===== src/rtl/fc_dot_engine_if.sv =====
// ---------------------------------------------------------------------------
// fc_dot_engine_if
//
// Purpose: bundles the request, vector/weight store and result signals of
// the fully-connected dot-product engine into one interface.
//
// Signals:
//   start       request one dot-product run            (master -> slave)
//   bias        signed bias, taken with accepted start (master -> slave)
//   vec_data    unsigned vector element at addr_vector (master -> slave)
//   w_data      signed weight at addr_vector           (master -> slave)
//   addr_vector registered vector/weight store address (slave -> master)
//   busy        high while elements are being consumed (slave -> master)
//   done        one-cycle pulse marking a valid result (slave -> master)
//   result      signed dot product plus bias           (slave -> master)
//   class_out   1 when result >= 0                     (slave -> master)
//
// Modports: master = requester / memory side, slave = the engine.
// ---------------------------------------------------------------------------
interface fc_dot_engine_if #(
  parameter int ADDR_BITS  = 6,
  parameter int DATA_WIDTH = 4,
  parameter int W_WIDTH    = 8,
  parameter int ACC_WIDTH  = 20,
  parameter int BIAS_WIDTH = 16
) ();

  logic                         start;
  logic signed [BIAS_WIDTH-1:0] bias;
  logic [ADDR_BITS-1:0]         addr_vector;
  logic [DATA_WIDTH-1:0]        vec_data;
  logic signed [W_WIDTH-1:0]    w_data;
  logic                         busy;
  logic                         done;
  logic signed [ACC_WIDTH-1:0]  result;
  logic                         class_out;

  modport master (
    output start,
    output bias,
    output vec_data,
    output w_data,
    input  addr_vector,
    input  busy,
    input  done,
    input  result,
    input  class_out
  );

  modport slave (
    input  start,
    input  bias,
    input  vec_data,
    input  w_data,
    output addr_vector,
    output busy,
    output done,
    output result,
    output class_out
  );

endinterface


===== src/rtl/fc_dot_engine.sv =====
// ---------------------------------------------------------------------------
// fc_dot_engine
//
// Purpose: computes one fully-connected neuron output
//   result = bias + sum_{i=0}^{VEC_LEN-1} vec[i] * w[i]
// by walking addr_vector over the vector and weight stores, one element per
// clock, and classifies the result as healthy (class_out = 1) when it is
// non-negative.
//
// Ports:
//   clk     single clock, rising edge
//   rst     synchronous active-high reset
//   io_bus  fc_dot_engine_if.slave: start/bias request, addr_vector out,
//           vec_data/w_data in (combinational store reads), busy/done/
//           result/class_out out. All outputs are registered.
//
// Timing: start accepted at edge k -> busy for VEC_LEN cycles, done pulse in
// the cycle after edge k+VEC_LEN, FSM back in IDLE one cycle later.
// ---------------------------------------------------------------------------
module fc_dot_engine #(
  parameter int VEC_LEN    = 64,
  parameter int ADDR_BITS  = 6,
  parameter int DATA_WIDTH = 4,
  parameter int W_WIDTH    = 8,
  parameter int ACC_WIDTH  = 20,
  parameter int BIAS_WIDTH = 16
) (
  input  logic             clk,
  input  logic             rst,
  fc_dot_engine_if.slave   io_bus
);

  // Product of a zero-extended element and a signed weight needs one extra
  // bit on top of the two operand widths.
  localparam int PROD_WIDTH = DATA_WIDTH + W_WIDTH + 1;
  localparam logic [ADDR_BITS-1:0] LAST_ADDR = ADDR_BITS'(VEC_LEN - 1);
  localparam logic [ADDR_BITS-1:0] ADDR_ONE  = ADDR_BITS'(1);

  typedef enum logic [1:0] {
    IDLE = 2'd0,
    RUN  = 2'd1,
    DONE = 2'd2
  } state_t;

  state_t                       r_state;
  state_t                       w_nextState;

  logic [ADDR_BITS-1:0]         r_addr;
  logic [ADDR_BITS-1:0]         w_nextAddr;
  logic signed [ACC_WIDTH-1:0]  r_acc;
  logic signed [ACC_WIDTH-1:0]  w_nextAcc;
  logic signed [ACC_WIDTH-1:0]  r_result;
  logic signed [ACC_WIDTH-1:0]  w_nextResult;
  logic                         r_busy;
  logic                         w_nextBusy;
  logic                         r_done;
  logic                         w_nextDone;
  logic                         r_classOut;
  logic                         w_nextClassOut;

  logic signed [PROD_WIDTH-1:0] w_vecExt;
  logic signed [PROD_WIDTH-1:0] w_weightExt;
  logic signed [PROD_WIDTH-1:0] w_product;
  logic signed [ACC_WIDTH-1:0]  w_productExt;
  logic signed [ACC_WIDTH-1:0]  w_biasExt;
  logic signed [ACC_WIDTH-1:0]  w_sum;

  // Datapath: the element is unsigned, so it is zero-extended before the
  // signed multiply; both operands are widened to the product width so the
  // multiply is exact in PROD_WIDTH bits. The product and the bias are then
  // sign-extended to the accumulator width, where sums wrap in two's
  // complement.
  assign w_vecExt     = {{(PROD_WIDTH - DATA_WIDTH){1'b0}}, io_bus.vec_data};
  assign w_weightExt  = {{(PROD_WIDTH - W_WIDTH){io_bus.w_data[W_WIDTH-1]}}, io_bus.w_data};
  assign w_product    = w_vecExt * w_weightExt;
  assign w_productExt = {{(ACC_WIDTH - PROD_WIDTH){w_product[PROD_WIDTH-1]}}, w_product};
  assign w_biasExt    = {{(ACC_WIDTH - BIAS_WIDTH){io_bus.bias[BIAS_WIDTH-1]}}, io_bus.bias};
  assign w_sum        = r_acc + w_productExt;

  // State and output registers. Reset wins over everything, including a
  // start in the same cycle, and abandons any run without a done pulse.
  always_ff @(posedge clk) begin
    if (rst) begin
      r_state    <= IDLE;
      r_addr     <= '0;
      r_acc      <= '0;
      r_result   <= '0;
      r_busy     <= 1'b0;
      r_done     <= 1'b0;
      r_classOut <= 1'b1;
    end else begin
      r_state    <= w_nextState;
      r_addr     <= w_nextAddr;
      r_acc      <= w_nextAcc;
      r_result   <= w_nextResult;
      r_busy     <= w_nextBusy;
      r_done     <= w_nextDone;
      r_classOut <= w_nextClassOut;
    end
  end

  // Next-state and next-output logic. Everything holds by default except
  // done, which is a single-cycle pulse. start and bias are only looked at
  // in IDLE, so a request during RUN or DONE is simply dropped.
  always_comb begin
    w_nextState    = r_state;
    w_nextAddr     = r_addr;
    w_nextAcc      = r_acc;
    w_nextResult   = r_result;
    w_nextBusy     = r_busy;
    w_nextDone     = 1'b0;
    w_nextClassOut = r_classOut;

    case (r_state)
      IDLE: begin
        w_nextAddr = '0;
        if (io_bus.start) begin
          w_nextState = RUN;
          w_nextAcc   = w_biasExt;
          w_nextBusy  = 1'b1;
        end
      end

      RUN: begin
        if (r_addr == LAST_ADDR) begin
          // Last element: the final product goes straight into the result
          // register rather than through the accumulator, saving a cycle.
          w_nextState    = DONE;
          w_nextResult   = w_sum;
          w_nextClassOut = ~w_sum[ACC_WIDTH-1];
          w_nextDone     = 1'b1;
          w_nextBusy     = 1'b0;
          w_nextAddr     = '0;
        end else begin
          w_nextAcc  = w_sum;
          w_nextAddr = r_addr + ADDR_ONE;
        end
      end

      DONE: begin
        w_nextState = IDLE;
        w_nextAddr  = '0;
      end

      default: begin
        w_nextState = IDLE;
        w_nextAddr  = '0;
        w_nextBusy  = 1'b0;
      end
    endcase
  end

  assign io_bus.addr_vector = r_addr;
  assign io_bus.busy        = r_busy;
  assign io_bus.done        = r_done;
  assign io_bus.result      = r_result;
  assign io_bus.class_out   = r_classOut;

endmodule


===== src/flat_wrapper.sv =====
// flat-port wrapper written by rule: the top's interface ports become plain ports
module fc_dot_engine_flat 
#(
  parameter int VEC_LEN    = 64,
  parameter int ADDR_BITS  = 6,
  parameter int DATA_WIDTH = 4,
  parameter int W_WIDTH    = 8,
  parameter int ACC_WIDTH  = 20,
  parameter int BIAS_WIDTH = 16
)
  (clk, rst, io_bus_start, io_bus_bias, io_bus_vec_data, io_bus_w_data, io_bus_addr_vector, io_bus_busy, io_bus_done, io_bus_result, io_bus_class_out);
  fc_dot_engine_if #(.ADDR_BITS(ADDR_BITS), .DATA_WIDTH(DATA_WIDTH), .W_WIDTH(W_WIDTH), .ACC_WIDTH(ACC_WIDTH), .BIAS_WIDTH(BIAS_WIDTH)) io_bus_i ();
  input  logic clk;
  input  logic rst;
  input wire logic [$bits(io_bus_i.start)-1:0] io_bus_start;
  input wire logic [$bits(io_bus_i.bias)-1:0] io_bus_bias;
  input wire logic [$bits(io_bus_i.vec_data)-1:0] io_bus_vec_data;
  input wire logic [$bits(io_bus_i.w_data)-1:0] io_bus_w_data;
  output wire logic [$bits(io_bus_i.addr_vector)-1:0] io_bus_addr_vector;
  output wire logic [$bits(io_bus_i.busy)-1:0] io_bus_busy;
  output wire logic [$bits(io_bus_i.done)-1:0] io_bus_done;
  output wire logic [$bits(io_bus_i.result)-1:0] io_bus_result;
  output wire logic [$bits(io_bus_i.class_out)-1:0] io_bus_class_out;
  assign io_bus_i.start = io_bus_start;
  assign io_bus_i.bias = io_bus_bias;
  assign io_bus_i.vec_data = io_bus_vec_data;
  assign io_bus_i.w_data = io_bus_w_data;
  assign io_bus_addr_vector = io_bus_i.addr_vector;
  assign io_bus_busy = io_bus_i.busy;
  assign io_bus_done = io_bus_i.done;
  assign io_bus_result = io_bus_i.result;
  assign io_bus_class_out = io_bus_i.class_out;
  fc_dot_engine #(.VEC_LEN(VEC_LEN), .ADDR_BITS(ADDR_BITS), .DATA_WIDTH(DATA_WIDTH), .W_WIDTH(W_WIDTH), .ACC_WIDTH(ACC_WIDTH), .BIAS_WIDTH(BIAS_WIDTH)) u_core (.clk(clk), .rst(rst), .io_bus(io_bus_i));
endmodule

===== config.mk =====
export PLATFORM = sky130hd
export DESIGN_NAME = fc_dot_engine_flat
export DESIGN_NICKNAME = d
export VERILOG_FILES = /design/src/rtl/fc_dot_engine_if.sv /design/src/rtl/fc_dot_engine.sv /design/src/flat_wrapper.sv
export SDC_FILE = /design/constraint.sdc
export NUM_CORES = 1
export LEC_CHECK = 0
export CORE_MARGIN = 8
export CORE_UTILIZATION = 45
export DETAILED_ROUTE_END_ITERATION = 7
export GPL_ROUTABILITY_DRIVEN = 0
export GPL_TIMING_DRIVEN = 0
export PLACE_DENSITY = 0.67
export SETUP_SLACK_MARGIN = 0.5
export SLEW_MARGIN = 20
export SYNTH_ARGS = -nofsm -noshare
export SYNTH_HDL_FRONTEND = slang
export SYNTH_SLANG_ARGS = --single-unit

===== constraint.sdc =====
create_clock -name clk -period 8 [get_ports clk]
set_clock_uncertainty 0.2 [all_clocks]
set_input_delay 0.8 -clock clk [delete_from_list [all_inputs] [get_ports clk]]
set_output_delay 0.8 -clock clk [all_outputs]
set_load 0.01 [all_outputs]

# After elaboration in Yosys (flattened, before gate mapping)
# Cells that the tools add are included.
totals:
  register_bits: 51
  inputBits: 31
  output_inout_bits: 29
  elab_cells: 37
classes:
  addsub: 2
  mul: 1
  n_eq_ne: 6
  n_mux: 10
  bitwise: 3
  n_reduce_logical: 8
ops:
  columns: ["operator", "count"]
  rows:
  - ["20-bit two-way mux", 2]
  - ["20-bit one-hot mux with 2 select lines", 1]
  - ["20-bit by 13-bit adder with 20-bit output", 1]
  - ["5-bit by 8-bit multiplier with 13-bit output", 1]
  - ["6-bit by 1-bit adder with 6-bit output (second input constant)", 1]
  - ["6-bit equality test (second input constant)", 1]
  - ["3-bit AND reduction", 2]
  - ["2-bit two-way mux", 2]
  - ["2-bit != test (second input constant)", 2]
  - ["2-bit one-hot mux with 2 select lines", 1]
  - ["2-bit AND reduction", 2]
  - ["1-bit two-way mux", 3]
  - ["1-bit inverter", 3]
  - ["1-bit one-hot mux with 3 select lines", 1]
  - ["3-bit OR reduction", 1]
  - ["2-bit by 1-bit equality test with 1-bit output (second input constant)", 1]
  - ["2-bit equality test (second input constant)", 1]
  - ["2-bit zero test", 1]
  - ["2-bit by 1-bit != test with 1-bit output (second input constant)", 1]
  - ["2-bit nonzero test", 1]
  - ["2-bit OR reduction", 1]

# Logic depth before layout (Yosys ltp)
logic_depth:
  ltp_word: 4
  mapped_depth: 16

# Worst setup path before layout
# Ideal clock, no wire load.
synth_timing:
  kind: "in2reg"
  from: "input io_bus_vec_data[1]"
  to: "register u_core.r_classOut, in the netlist u_core.io_bus.class_out"
  setup_ns: 0.114
  arrival_ns: 4.865
  required_ns: 7.686
  setup_slack_ns: 2.820
  stages: 16
  path_buffers: 0
  path_cell_list: "and2_1 inv_1 fa_1 inv_1 fa_1 inv_1 fa_1 inv_1 ha_1 a21oi_1 o211ai_1 and3_1 a311o_1 a211oi_4 xnor2_1 a21bo_1"
synth_between:
  elab_chain_cells: 3
synth_rtl:
  columns: ["element", "line", "text"]
  rows:
  - ["start: declaration", "flat_wrapper.sv:17", "input wire logic [$bits(io_bus_i.vec_data)-1:0] io_bus_vec_data;"]
  - ["5-bit by 8-bit multiplier with 13-bit output", "fc_dot_engine.sv:75", "assign w_product = w_vecExt * w_weightExt;"]
  - ["20-bit by 13-bit adder with 20-bit output", "fc_dot_engine.sv:78", "assign w_sum = r_acc + w_productExt;"]
  - ["1-bit inverter", "fc_dot_engine.sv:130", "w_nextClassOut = ~w_sum[ACC_WIDTH-1];"]
  - ["end signal: assignment", "fc_dot_engine.sv:98", "r_classOut <= w_nextClassOut;"]
  - ["end: declaration", "fc_dot_engine.sv:58", "logic r_classOut;"]
# No other way between the ends.
# A chain may end at the register's enable or synchronous reset.

# Worst setup path in the final report
# Same ends and word-level chain as after synthesis.

==> impl_metrics.ini <==
[floorplan]
coreArea_um2 = 9680
num_rows = 36
die_area_um2 = 13400
start_util = 0.461
pin_count = 60
die_w_um = 116
die_h_um = 116

[cells_and_area]
layout-drive-gt1-share = 0.0213
nFillCells = 926
nNetsFinal = 722
antennaDiodeCount = 0
synthToLayoutAreaGrowth_pct = 19.0
layout.area.seq_um2 = 1020
multiInputGateArea_um2 = 3020

[yosys]
yosysMostFrequentCell = inv_1
synthDistinctLibCells = 44
synth_top_cells_by_count = inv_1 (92), nand2_1 (70), dfxtp_1 (51), nor2_1 (47)
yosysSeqAreaShare = 0.229
ys.flop_type = dfxtp_1
async_reset_ff_frac = 0
syn-instance-count = 543
avgSynthCellArea_um2 = 8.21
netlist_area_um2 = 4460
yosys_warnings = 0
synth_nets = 657
synth_edf_count = 0
synthTopCellsByArea = dfxtp_1 (23%), fa_1 (19%), ha_1 (12%)
synth_top_cell_by_area = dfxtp_1
ys_ff_latch = 51
synth_top_area_frac = 0.229

[power]
powerDensity_nw_per_um2 = 226
internal-power_uw = 637
p_seq_frac = 0.239
switching_share = 0.469
net-switching-power_uw = 562
clkPwrFrac = 0.133
ir_drop_mv = 0.106
report.power.total_mw = 1.20
leakagePower_nw = 2.36
p_comb_frac = 0.628

[worst_setup_path]
cp-start-kind = input pin
worstPathArrival_ps = 6150
startpoint = io_bus_vec_data[1]
slowest_delay_ps = 650
worstReg2RegStart = u_core.r_acc[6]
reg2reg_to = u_core.io_bus.class_out
crit_top_cell = inv_1
reg2reg_slack_ps = 3440
path_cells = clkdlybuf4s50_1 -> and2_1 -> inv_1 -> fa_1 -> inv_1 -> fa_1 -> inv_1 -> fa_1 -> inv_1 -> ha_1 -> a21oi_1 -> o211ai_1 -> and3_1 -> a311o_1 -> a211oi_4 -> xnor2_1 -> a21bo_1
critPathSlowestCell = clkdlybuf4s50_1
ff2ff_path_depth = 15
endpoint_kind = register
crit_type = input pin to register
crit_required_ps = 8010
cp_max_fo = 9

[global_routing]
grt_pass1_wl_um = 19500
grt_pass1_vias = 3979
grt_overflow_total = 0
antenna_found_initial = 0
grt_usage = 0.182
grt_max_degree = 17

[routing]
dr.pass1.iters = 4
drc_errors = 0
avgRoutedWirePerCell_um = 15.7
detail-route-antenna-nets = 0
viasPerCell = 5.20
drt_wl_total_um = 11600
drt_iter0_drc = 283
route.vias.total = 3855

[status]
outcome = completed

[cts]
clock_sinks = 51
cts_resized = 0
cts_buffer_depth = 2
ctsHoldBuffers = 0
postCtsSetupRepairBufs = 0
root_buffer = clkbuf_8
cts_buffers = 5
cts.htree.levels = 2
cts_tree = done
path_clk_slew_ps = 90
clk_latency_ps = 310

[place]
pre_cts_slack_ps = 1540
port-buffer-count = 58
hpwl_um = 9420

[sta]
min_period_over_period = 0.769
finalHoldViolCount = 0
tns_ps = 0
holdWs_ps = 263
rsz0062_at_grt = no
slew_viol_final = 0
max_slew_margin = 0.580
fin_crit_ps = 6150
setup_violations = 0
fin_ws_ps = 1850
clock.fmax_ghz = 0.163
worst_slew_pin_slew_ps = 630

[worst_hold_path]
hold_class = register to register
min-delay-start = u_core.io_bus.result[2]
holdPathStages = 2
holdPathEnd = u_core.io_bus.result[2]

[flow_run]
drv_cap = 0
-- worst max path at each step --
stage | to | slack [ps] | cells after the start
3_3_place_gp | u_core.io_bus.class_out | 1570 | 17
4_1_cts | u_core.io_bus.class_out | 1850 | 17
6_report | u_core.io_bus.class_out | 1850 | 17
5_1_grt | u_core.io_bus.result[17] | 1560 | 17
3_5_place_dp | u_core.io_bus.class_out | 1540 | 17
2_1_floorplan | u_core.io_bus.class_out | 2820 | 16
-- state kept, by name, indices dropped and copies added, names as in the netlist --
register and flops:
u_core.r_state 2, u_core.io_bus.busy 1, u_core.io_bus.addr_vector 6, u_core.r_acc 20, u_core.io_bus.result 20, u_core.io_bus.class_out 1, u_core.io_bus.done 1
-- final cells by class --
cell class | instances | share of cell area
buffer | 19 | 0.0134
clock inverter | 2 | 0.00307
tap | 133 | 0.0314
timing repair buffer | 58 | 0.109
sequential | 51 | 0.192
inverter | 92 | 0.0651
clock buffer | 6 | 0.0156
multi-input combinational | 381 | 0.570
-- through the flow --
| stage | utilization | std cells | area [um^2] |
|---|---|---|---|
| after floorplan | - | 543 | 4460 |
| after global placement | 0.538 | 734 | 5210 |
| after detailed placement | 0.538 | 734 | 5210 |
| after CTS | 0.548 | 742 | 5310 |
| after global routing | 0.548 | 742 | 5310 |
| final | 0.548 | 742 | 5310 |
-- cell usage in the layout, fill, tap and decap left out, drive strengths merged, types with 9 or more instances in the layout --
master         netlist  final
fa                  42     42
ha                  41     41
xor2                10     10
clkdlybuf4s50        0     58
and2                23     23
dfxtp               51     51
a211oi              12     12
xnor2               12     12
inv                 92     92
nor2                47     47
nand2               70     70
o21ai                9      9
clkbuf              17     23
a21oi               42     42
-- routing by layer --
metal / global-route usage / vias up / part of all wire
li1: - / 1885 / -
met1: 0.224 / 1876 / 0.44
met2: 0.317 / 82 / 0.49
met3: 0.0375 / 12 / 0.057
met4: 0.0438 / 0 / 0.013
met5: 0 / - / 0
-- critical path, delay by kind of cell --
family | cells | cell delay, ps
AOI/OAI and AO/OA | 5 | 1290
xor gates and xnor gates | 1 | 180
adders and majority gates | 4 | 1950
buffers and inverters | 5 | 1110
and+or+nand+nor | 2 | 830
-- cell families after synthesis --
family	Yosys count	share of synthesized area
multiplexers	2	0.00449
AO/OA/AOI/OAI	104	0.156
buffers and inverters	111	0.0934
AND/OR/NAND/NOR	170	0.170
XOR/XNOR	22	0.0432
flip-flops	51	0.229
adder cells (fa/ha/maj)	83	0.304
-- power by group through the flow --
| stage | Combinational [mW] | Sequential (mW) | Clock, mW |
|---|---|---|---|
| finish | 0.752 | 0.287 | 0.160 |
| global route | 0.850 | 0.288 | 0.173 |
| CTS | 0.746 | 0.286 | 0.161 |
| detailed placement | 0.738 | 0.292 | 0 |
| global placement | 0.729 | 0.292 | 0 |
| floorplan | 0.563 | 0.287 | 0 |
No activity file was read; power rests on OpenSTA's default activity.
